`src/rtl/asi_usr_csr.sv`:
```
// asi_usr_csr: control/status register bank on the user-side SRAM-style port of the AXI slave.
// Ports: usr_clk/usr_reset_n (async low), usr_a/usr_ce/usr_d/usr_we access port, usr_q read data
// (SLV_WS-cycle latency, holds between reads), irq (registered level), timer_tick (match pulse).
// Optional timer (TCMP, TCNT, CTRL[0], ISTAT[0], timer_tick) is built only with ASI_CSR_TIMER_EN.
module asi_usr_csr #(
   parameter int          AXI_DW     = 128,
   parameter int          AXI_AW     = 40,
   parameter int          AXI_WSTRBW = AXI_DW/8,
   parameter int          SLV_WS     = 1,
   parameter logic [31:0] CSR_ID     = 32'hA51C_0001,
   parameter int          ADDR_LSB   = $clog2(AXI_DW/8)
) (
   input  logic                  usr_clk,
   input  logic                  usr_reset_n,
   input  logic [AXI_AW-1:0]     usr_a,
   input  logic                  usr_ce,
   input  logic [AXI_DW-1:0]     usr_d,
   input  logic [AXI_WSTRBW-1:0] usr_we,
   output logic [AXI_DW-1:0]     usr_q,
   output logic                  irq,
   output logic                  timer_tick
);

   // Byte-lane merge of a 32-bit register with the low write lanes.
   function automatic logic [31:0] merge(input logic [31:0] old, input logic [31:0] d,
                                         input logic [3:0] be);
      logic [31:0] r;
      r = old;
      for (int k = 0; k < 4; k++)
         if (be[k]) r[8*k +: 8] = d[8*k +: 8];
      return r;
   endfunction

   logic [2:0]  idx;
   logic        wr_acc;
   logic        rd_acc;
   logic        mapped;
   logic        unmapped_acc;
   logic [31:0] scratch;
   logic        ctrl_ie;
   logic        ctrl_te;
   logic        tmatch;
   logic [1:0]  istat;
   logic [1:0]  istat_set;
   logic [1:0]  istat_clr;
   logic [31:0] eaddr;
   logic [31:0] rd_mux;
   logic [31:0] q_dat;

   // Only the low address/data/strobe bits carry meaning; the rest are intentionally dropped.
   logic unused_ok;
   assign unused_ok = ^{usr_a, usr_d, usr_we};

   assign idx    = usr_a[ADDR_LSB+2:ADDR_LSB];
   assign wr_acc = usr_ce & (|usr_we);
   assign rd_acc = usr_ce & ~(|usr_we);

`ifdef ASI_CSR_TIMER_EN
   assign mapped = (idx != 3'd7);
`else
   assign mapped = (idx != 3'd7) && (idx != 3'd3) && (idx != 3'd4);
`endif
   assign unmapped_acc = usr_ce & ~mapped;

`ifdef ASI_CSR_TIMER_EN
   logic [31:0] tcmp;
   logic [31:0] tcnt;
   logic        wr_tcnt;

   assign wr_tcnt = wr_acc && (idx == 3'd4);
   // A counter load pre-empts both the increment and the match for that cycle.
   assign tmatch     = ctrl_te & (tcnt == tcmp) & ~wr_tcnt;
   assign timer_tick = tmatch;

   always_ff @(posedge usr_clk or negedge usr_reset_n) begin
      if (!usr_reset_n) begin
         ctrl_te <= 1'b0;
         tcmp    <= '0;
         tcnt    <= '0;
      end else begin
         if (wr_acc && idx == 3'd2 && usr_we[0]) ctrl_te <= usr_d[0];
         if (wr_acc && idx == 3'd3) tcmp <= merge(tcmp, usr_d[31:0], usr_we[3:0]);
         if (wr_tcnt)
            tcnt <= merge(tcnt, usr_d[31:0], usr_we[3:0]);
         else if (ctrl_te)
            tcnt <= tmatch ? 32'd0 : tcnt + 32'd1;
      end
   end
`else
   assign ctrl_te    = 1'b0;
   assign tmatch     = 1'b0;
   assign timer_tick = 1'b0;
`endif

   // Hardware sets are OR'd in after the W1C mask, so a same-cycle set wins.
   assign istat_set = {unmapped_acc, tmatch};
   assign istat_clr = (wr_acc && idx == 3'd5 && usr_we[0]) ? usr_d[1:0] : 2'b00;

   always_ff @(posedge usr_clk or negedge usr_reset_n) begin
      if (!usr_reset_n) begin
         scratch <= '0;
         ctrl_ie <= 1'b0;
         istat   <= '0;
         eaddr   <= '0;
         irq     <= 1'b0;
      end else begin
         if (wr_acc && idx == 3'd1) scratch <= merge(scratch, usr_d[31:0], usr_we[3:0]);
         if (wr_acc && idx == 3'd2 && usr_we[0]) ctrl_ie <= usr_d[1];
         istat <= (istat & ~istat_clr) | istat_set;
         // EADDR keeps the first offender until software clears ISTAT[1].
         if (unmapped_acc && !istat[1]) eaddr <= usr_a[31:0];
         irq <= ctrl_ie & (|istat);
      end
   end

   always_comb begin
      rd_mux = '0;
      case (idx)
         3'd0: rd_mux = CSR_ID;
         3'd1: rd_mux = scratch;
         3'd2: rd_mux = {30'd0, ctrl_ie, ctrl_te};
`ifdef ASI_CSR_TIMER_EN
         3'd3: rd_mux = tcmp;
         3'd4: rd_mux = tcnt;
`endif
         3'd5: rd_mux = {30'd0, istat};
         3'd6: rd_mux = eaddr;
         default: rd_mux = '0;
      endcase
   end

   // Read data is captured in the access cycle and carried with a valid bit so that
   // usr_q only changes when a read completes and holds otherwise.
   generate
      if (SLV_WS == 1) begin : g_ws1
         always_ff @(posedge usr_clk or negedge usr_reset_n) begin
            if (!usr_reset_n) q_dat <= '0;
            else if (rd_acc)  q_dat <= rd_mux;
         end
      end else begin : g_wsn
         logic [SLV_WS-2:0] pv;
         logic [31:0]       pd [SLV_WS-1];
         always_ff @(posedge usr_clk or negedge usr_reset_n) begin
            if (!usr_reset_n) begin
               pv    <= '0;
               q_dat <= '0;
               for (int i = 0; i < SLV_WS-1; i++) pd[i] <= '0;
            end else begin
               pv[0] <= rd_acc;
               pd[0] <= rd_mux;
               for (int i = 1; i < SLV_WS-1; i++) begin
                  pv[i] <= pv[i-1];
                  pd[i] <= pd[i-1];
               end
               if (pv[SLV_WS-2]) q_dat <= pd[SLV_WS-2];
            end
         end
      end
   endgenerate

   assign usr_q = AXI_DW'(q_dat);

endmodule

```
`config.mk`:
```
export PLATFORM = sky130hd
export DESIGN_NAME = asi_usr_csr
export DESIGN_NICKNAME = d
export VERILOG_FILES = /design/src/rtl/asi_usr_csr.sv
export SDC_FILE = /design/constraint.sdc
export NUM_CORES = 1
export LEC_CHECK = 0
export CORE_ASPECT_RATIO = 1.5
export CORE_MARGIN = 2
export CORE_UTILIZATION = 35
export CTS_BUF_LIST = sky130_fd_sc_hd__clkbuf_8
export DETAILED_ROUTE_END_ITERATION = 7
export PLACE_DENSITY = 0.83
export SKIP_LAST_GASP = 1
export SYNTH_ARGS = -nofsm -noshare
export SYNTH_HDL_FRONTEND = slang
export SYNTH_SLANG_ARGS = --single-unit
```
`constraint.sdc`:
```
create_clock -name usr_clk -period 1.5 [get_ports usr_clk]
set_clock_uncertainty 0.05 [all_clocks]
set_input_delay 0.15 -clock usr_clk [delete_from_list [all_inputs] [get_ports usr_clk]]
set_output_delay 0.15 -clock usr_clk [all_outputs]
set_load 0.005 [all_outputs]
```
==> reports/qor.yml, run 1 <==
finalHoldViolCount: 0
synth-seq-cells: 100
nets: 741
clkPwrFrac_pct: 28.6
die_x_um: 103
synthTopCellsByArea: "dfrtp_1 48%, buf_4 14%, mux2_2 13%, o2bb2ai_2 8.4%, a22oi_1 4.5%"
crit_path_cell_trace: "dlygate4sd2_1, nor4_2, nand3_1, or3_4, clkbuf_16, o2bb2ai_4"
via_per_inst: 4.55
cts_root_buffer: "clkbuf_8"
fin_crit_ps: 1470
ys_top_cells_by_count: "100 x dfrtp_1, 98 x buf_4, 58 x mux2_2"
rr_worst_depth: 3
synth_top_cell_by_area: "dfrtp_1"
grtUsageTotal_pct: 15.9
synth_flop_cell: "dfrtp_1"
drt_iter0_markers: 191
dpl_worst_slack_ps: -658
die_h_um: 153
critical_path.endpoint_type: "flip-flop"
place_area_sq_um: 6340
clk_pin_slew_ps: 100
drc: 0
drive_gt1_share_pct: 31.9
area_growth_pct: 36.4
layout_setup_ws_ps: 28.8
p_seq_share_pct: 53.9
antenna_found_initial: 0
drv_cap: 0
fmax_mhz: 680
synth_top_area_share_pct: 48.3
clock_latency_ps: 370
yosys.cell_types.count: 37
drv_slew: 0
cp.depth: 6
dp_hpwl_mm: 9.03
pwr-share-comb_pct: 17.5
cts_max_path_buffers: 2
startpoint_type: "input pin"
yosysMostFrequentCell: "dfrtp_1"
ff2ff_setup_slack_ps: 50
synth_cells: 389
grt_max_degree: 51
gr-total-overflow: 0
tritoncts: "yes"
cts_buffers: 9
slowest_delay_ps: 530
internal_power_mw: 4.88
final_area_sq_um: 7070
ant_nets: 0
p_total_mw: 6.60
crit_fanout: 6
via_count: 3430
critPathCapture: "q_dat[22]$_DFFE_PN0P_"
first_global_vias: 3491
r2r-end: "eaddr[11]$_DFFE_PN0P_"
grt_pass1_wl_mm: 19.1
ir_drop_mv: 0.506
fin_crit_sh_pct: 98.1
start_util_pct: 35.7
cts.sink_count: 100
worstPathRequired_ps: 1750
syn_avg_cell_area_sq_um: 13.3
port_buffers: 115
wire_per_inst_um: 16.9
switchingPower_mw: 1.71
outcome: "finished, final reports clean"
hold_path_class: "input pin to asynchronous set/reset pin"
core-area_sq_um: 14500
powerDensity_nw_per_um2: 933
path_class: "input pin to flip-flop"
diodes: 0
seq_area_frac_synth_pct: 48.3
setup_viol: 0
gp_congestion: 0.739
wirelength_mm: 12.7
leakagePower_nw: 3.31
h-tree-depth: 3
cp_top_family: "simple AND/OR/NAND/NOR gates"
drt_pre_antenna_iters: 4
crit_start: "usr_we[0]"
synth_edf_count: 0
yosysWarnings: 0
ys_async_sr_fraction_pct: 100
nFillCells: 1275
slowest_stage: "or3_4"
synth_area_sq_um: 5180
dieArea_sq_um: 15800
worstReg2RegStart: "istat[1]$_DFF_PN0_"
cp.arrival_ps: 1720
rows: 54
crit_buf_inv: 2
setup-tns-final_ps: 0
p_sw_share_pct: 26.0
ios: 317
## cells in the final DEF (no fill, tap or decap), types with 2 or more instances in the layout
cell,count
dfrtp_1,100
conb_1,97
clkdlybuf4s50_1,79
mux2_2,58
buf_4,48
a22oi_1,31
o2bb2ai_2,21
dlygate4sd2_1,17
dlymetal6s2s_1,15
o2bb2ai_4,10
clkbuf_8,9
buf_12,8
nand2b_1,7
mux2_1,7
nand3_4,4
nand2_1,3
clkdlybuf4s15_1,3
and2b_1,2
and2_1,2
inv_1,2
a22o_1,2
nor4_2,2
bufinv_16,2
inv_6,2
clkinv_2,2
buf_16,2
clkbuf_16,2
## sequential cells by signal, summed over array words and instances (netlist names)
name / count
irq: 1
eaddr: 32
q_dat: 32
istat: 2
scratch: 32
ctrl_ie: 1
## power groups by stage
stage / Clock (mW) / Combinational [mW] / Sequential (mW)
6_report: 1.88 / 1.15 / 3.56
5_1_grt: 2.05 / 1.29 / 3.62
3_5_place_dp: 0 / 1.14 / 3.61
4_1_cts: 1.94 / 1.16 / 3.55
2_1_floorplan: 0 / 0.880 / 3.48
3_3_place_gp: 0 / 1.09 / 3.57
## how the worst min path moves through the flow
stage,endpoint,slack (ps),cells after the start
after floorplan,ctrl_ie$_DFFE_PN0P_,-200,0
after global placement,scratch[17]$_DFFE_PN0P_,30,1
after detailed placement,q_dat[18]$_DFFE_PN0P_,30,1
after CTS,q_dat[18]$_DFFE_PN0P_,170,2
after global routing,q_dat[18]$_DFFE_PN0P_,200,2
final,q_dat[18]$_DFFE_PN0P_,180,2
## metal layers
metal / global-route usage [%] / vias up / part of all wire [%]
met5: 0 / - / 0
met4: 4.95 / 0 / 1.4
met3: 3.52 / 15 / 6.9
met2: 27.7 / 192 / 53
met1: 19.0 / 1703 / 39
li1: - / 1520 / -
## final cells by class
type / count / area (sq um) / share of cell area [%]
clock buffer: 9 / 124 / 1.75
clock inverter: 6 / 87.6 / 1.24
inverter: 2 / 7.51 / 0.106
multi-input combinational: 265 / 2280 / 32.2
sequential: 100 / 2500 / 35.4
tap: 196 / 245 / 3.47
timing repair buffer: 176 / 1830 / 25.8
## per-stage QoR
stage	util [%]	instances	hold slack (ps)
6_report	48.7	754	181
5_1_grt	48.7	754	200
4_1_cts	46.6	741	173
3_5_place_dp	43.7	705	30.4
3_3_place_gp	43.7	705	25.7
2_1_floorplan	-	485	-196
## what timing repair did
action	in CTS	in global routing
hold buffers	1	0
pin swaps	4	15
gates resized for setup	27	28
hold endpoints to repair	68	0
endpoints found under the setup margin	118	49
cloned	3	2
buffers inserted	17	11
## cell families (layout without fill, tap and decap cells)
family | after synthesis | count (layout) | synth area share [%]
flip-flops | 100 | 100 | 48.3
buffers and inverters | 120 | 193 | 17.5
AND/OR/NAND/NOR | 31 | 31 | 4.85
multiplexers | 65 | 65 | 14.1
other | 1 | 97 | 0.0724
AO/OA/AOI/OAI | 72 | 72 | 15.1
No activity file was read; power rests on OpenSTA's default activity.
==> inputs of run 2 (changes only) <==
MAX_ROUTING_LAYER = met4   (was unset)
==> reports/qor.yml, run 2 (synthesized netlist as in run 1, its figures left out) <==
outcome: "finished, final reports clean"
tritoncts: "yes"
grt_pass1_wl_mm: 19.0  # -0.18%
drt_pre_antenna_iters: 4  # unchanged
hold_path_class: "input pin to asynchronous set/reset pin"
ir_drop_mv: 0.505  # about the same
grt_max_degree: 51  # unchanged
nFillCells: 1275  # unchanged
ff2ff_setup_slack_ps: 60  # about the same
startpoint_type: "input pin"
drv_cap: 0  # unchanged
cts_root_buffer: "clkbuf_8"
drv_slew: 0  # unchanged
rr_worst_depth: 3  # unchanged
first_global_vias: 3505  # +0.40%
powerDensity_nw_per_um2: 932  # -0.12%
leakagePower_nw: 3.31  # about the same
fmax_mhz: 677  # -0.43%
clock_latency_ps: 360  # about the same
dp_cells: 705  # unchanged
cts_buffers: 9  # unchanged
fin_crit_sh_pct: 98.5  # +0.42 points
core-area_sq_um: 14500  # unchanged
grtUsageTotal_pct: 16.3  # +0.45 points
dp_hpwl_mm: 9.03  # unchanged
via_per_inst: 4.57  # +0.52%
final_area_sq_um: 7070  # unchanged
die_x_um: 103  # unchanged
layout_common_cells: "100 x dfrtp_1, 97 x conb_1, 79 x clkdlybuf4s50_1"
final_common_cell: "dfrtp_1"
setup_viol: 0  # unchanged
gr-total-overflow: 0  # unchanged
gp_congestion: 0.748  # +1.2%
critical_path.endpoint_type: "flip-flop"
h-tree-depth: 3  # unchanged
place_area_sq_um: 6340  # unchanged
path_class: "input pin to flip-flop"
port_buffers: 115  # unchanged
wirelength_mm: 12.7  # +0.11%
area_growth_pct: 36.4  # unchanged
stdcell_count: 754  # unchanged
ant_nets: 0  # unchanged
rows: 54  # unchanged
drc: 0  # unchanged
p_total_mw: 6.59  # -0.12%
nets: 741  # unchanged
worstReg2RegStart: "istat[1]$_DFF_PN0_"
finalHoldViolCount: 0  # unchanged
clk_pin_slew_ps: 100  # about the same
drive_gt1_share_pct: 31.9  # unchanged
fin_crit_ps: 1480  # +6.29 ps
diodes: 0  # unchanged
r2r-end: "eaddr[11]$_DFFE_PN0P_"
via_count: 3448  # +0.52%
die_h_um: 153  # unchanged
start_util_pct: 35.7  # unchanged
ios: 317  # unchanged
cts.sink_count: 100  # unchanged
top_regs: "eaddr: 32 flops, q_dat: 32 flops, scratch: 32 flops"
cp.arrival_ps: 1720  # about the same
antenna_found_initial: 0  # unchanged
dieArea_sq_um: 15800  # unchanged
utilization_pct: 48.7  # unchanged
drt_iter0_markers: 198  # +3.7%
worstPathRequired_ps: 1750  # about the same
cts_max_path_buffers: 2  # unchanged
crit_fanout: 6  # unchanged
wire_per_inst_um: 16.9  # +0.11%
[run 2: cell counts in the layout (fill, tap and decap cells not counted)]
Identical to the previous run, type by type.
[run 2: report_power, final]
part / total (mW) / switching [mW] / internal [mW]
combinational: 1.15 / 0.451 / 0.703
sequential: 3.56 / 0.314 / 3.24
clock: 1.88 / 0.940 / 0.937
total: 6.59 / 1.71 / 4.88
[run 2: what timing repair did]
item / in CTS / in global routing
hold buffers: 1 / 0
endpoints found under the setup margin: 118 / 49
gates cloned: 3 / 2
hold endpoints to repair: 68 / 0
buffers inserted: 17 / 11
resized for setup: 27 / 28
pin swaps: 4 / 14
[run 2: worst max path at each step]
| stage | from | endpoint | depth (start not counted) |
|---|---|---|---|
| global route | usr_we[9] | q_dat[22]$_DFFE_PN0P_ | 6 |
| finish | usr_we[0] | q_dat[22]$_DFFE_PN0P_ | 6 |
| detailed placement | usr_we[10] | q_dat[16]$_DFFE_PN0P_ | 6 |
| global placement | usr_we[10] | q_dat[31]$_DFFE_PN0P_ | 6 |
| CTS | usr_we[5] | q_dat[16]$_DFFE_PN0P_ | 6 |
| floorplan | usr_we[6] | q_dat[12]$_DFFE_PN0P_ | 6 |
[run 2: layout make-up]
| type | instances | area, sq um | share of cell area [%] |
|---|---|---|---|
| Clock buffer | 9 | 124 | 1.75 |
| Clock inverter | 6 | 87.6 | 1.24 |
| Inverter | 2 | 7.51 | 0.106 |
| Multi-Input combinational cell | 265 | 2280 | 32.2 |
| Sequential cell | 100 | 2500 | 35.4 |
| Tap cell | 196 | 245 | 3.47 |
| Timing Repair Buffer | 176 | 1830 | 25.8 |
[run 2: metrics by stage]
step | hold WS [ps] | TNS, ps | setup slack, ps
finish | 183 | 0 | 22.5
global route | 196 | -154 | -25.0
CTS | 173 | -513 | -48.8
detailed placement | 30.4 | -51470 | -658
global placement | 25.7 | -48140 | -604
floorplan | -196 | 0 | 117
[run 2: critical path, cell delays in order]
cell and delay, ps:
dlygate4sd2_1 270, nor4_2 250, nand3_1 170, or3_4 530
clkbuf_16 210, o2bb2ai_4 140
[run 2: per-layer routing]
layer,vias to the layer above,track usage [%],wire length [um]
li1,1525,-,-
met1,1718,18.9,5030
met2,188,27.9,6710
met3,17,3.43,809
met4,0,4.76,193
met5,-,-,0
==> inputs of run 3 (changes only) <==
CTS_CLUSTER_SIZE = 30   (was unset)
==> results of run 3 <==
Final layout, timing and power as in run 2 (identical DEF).
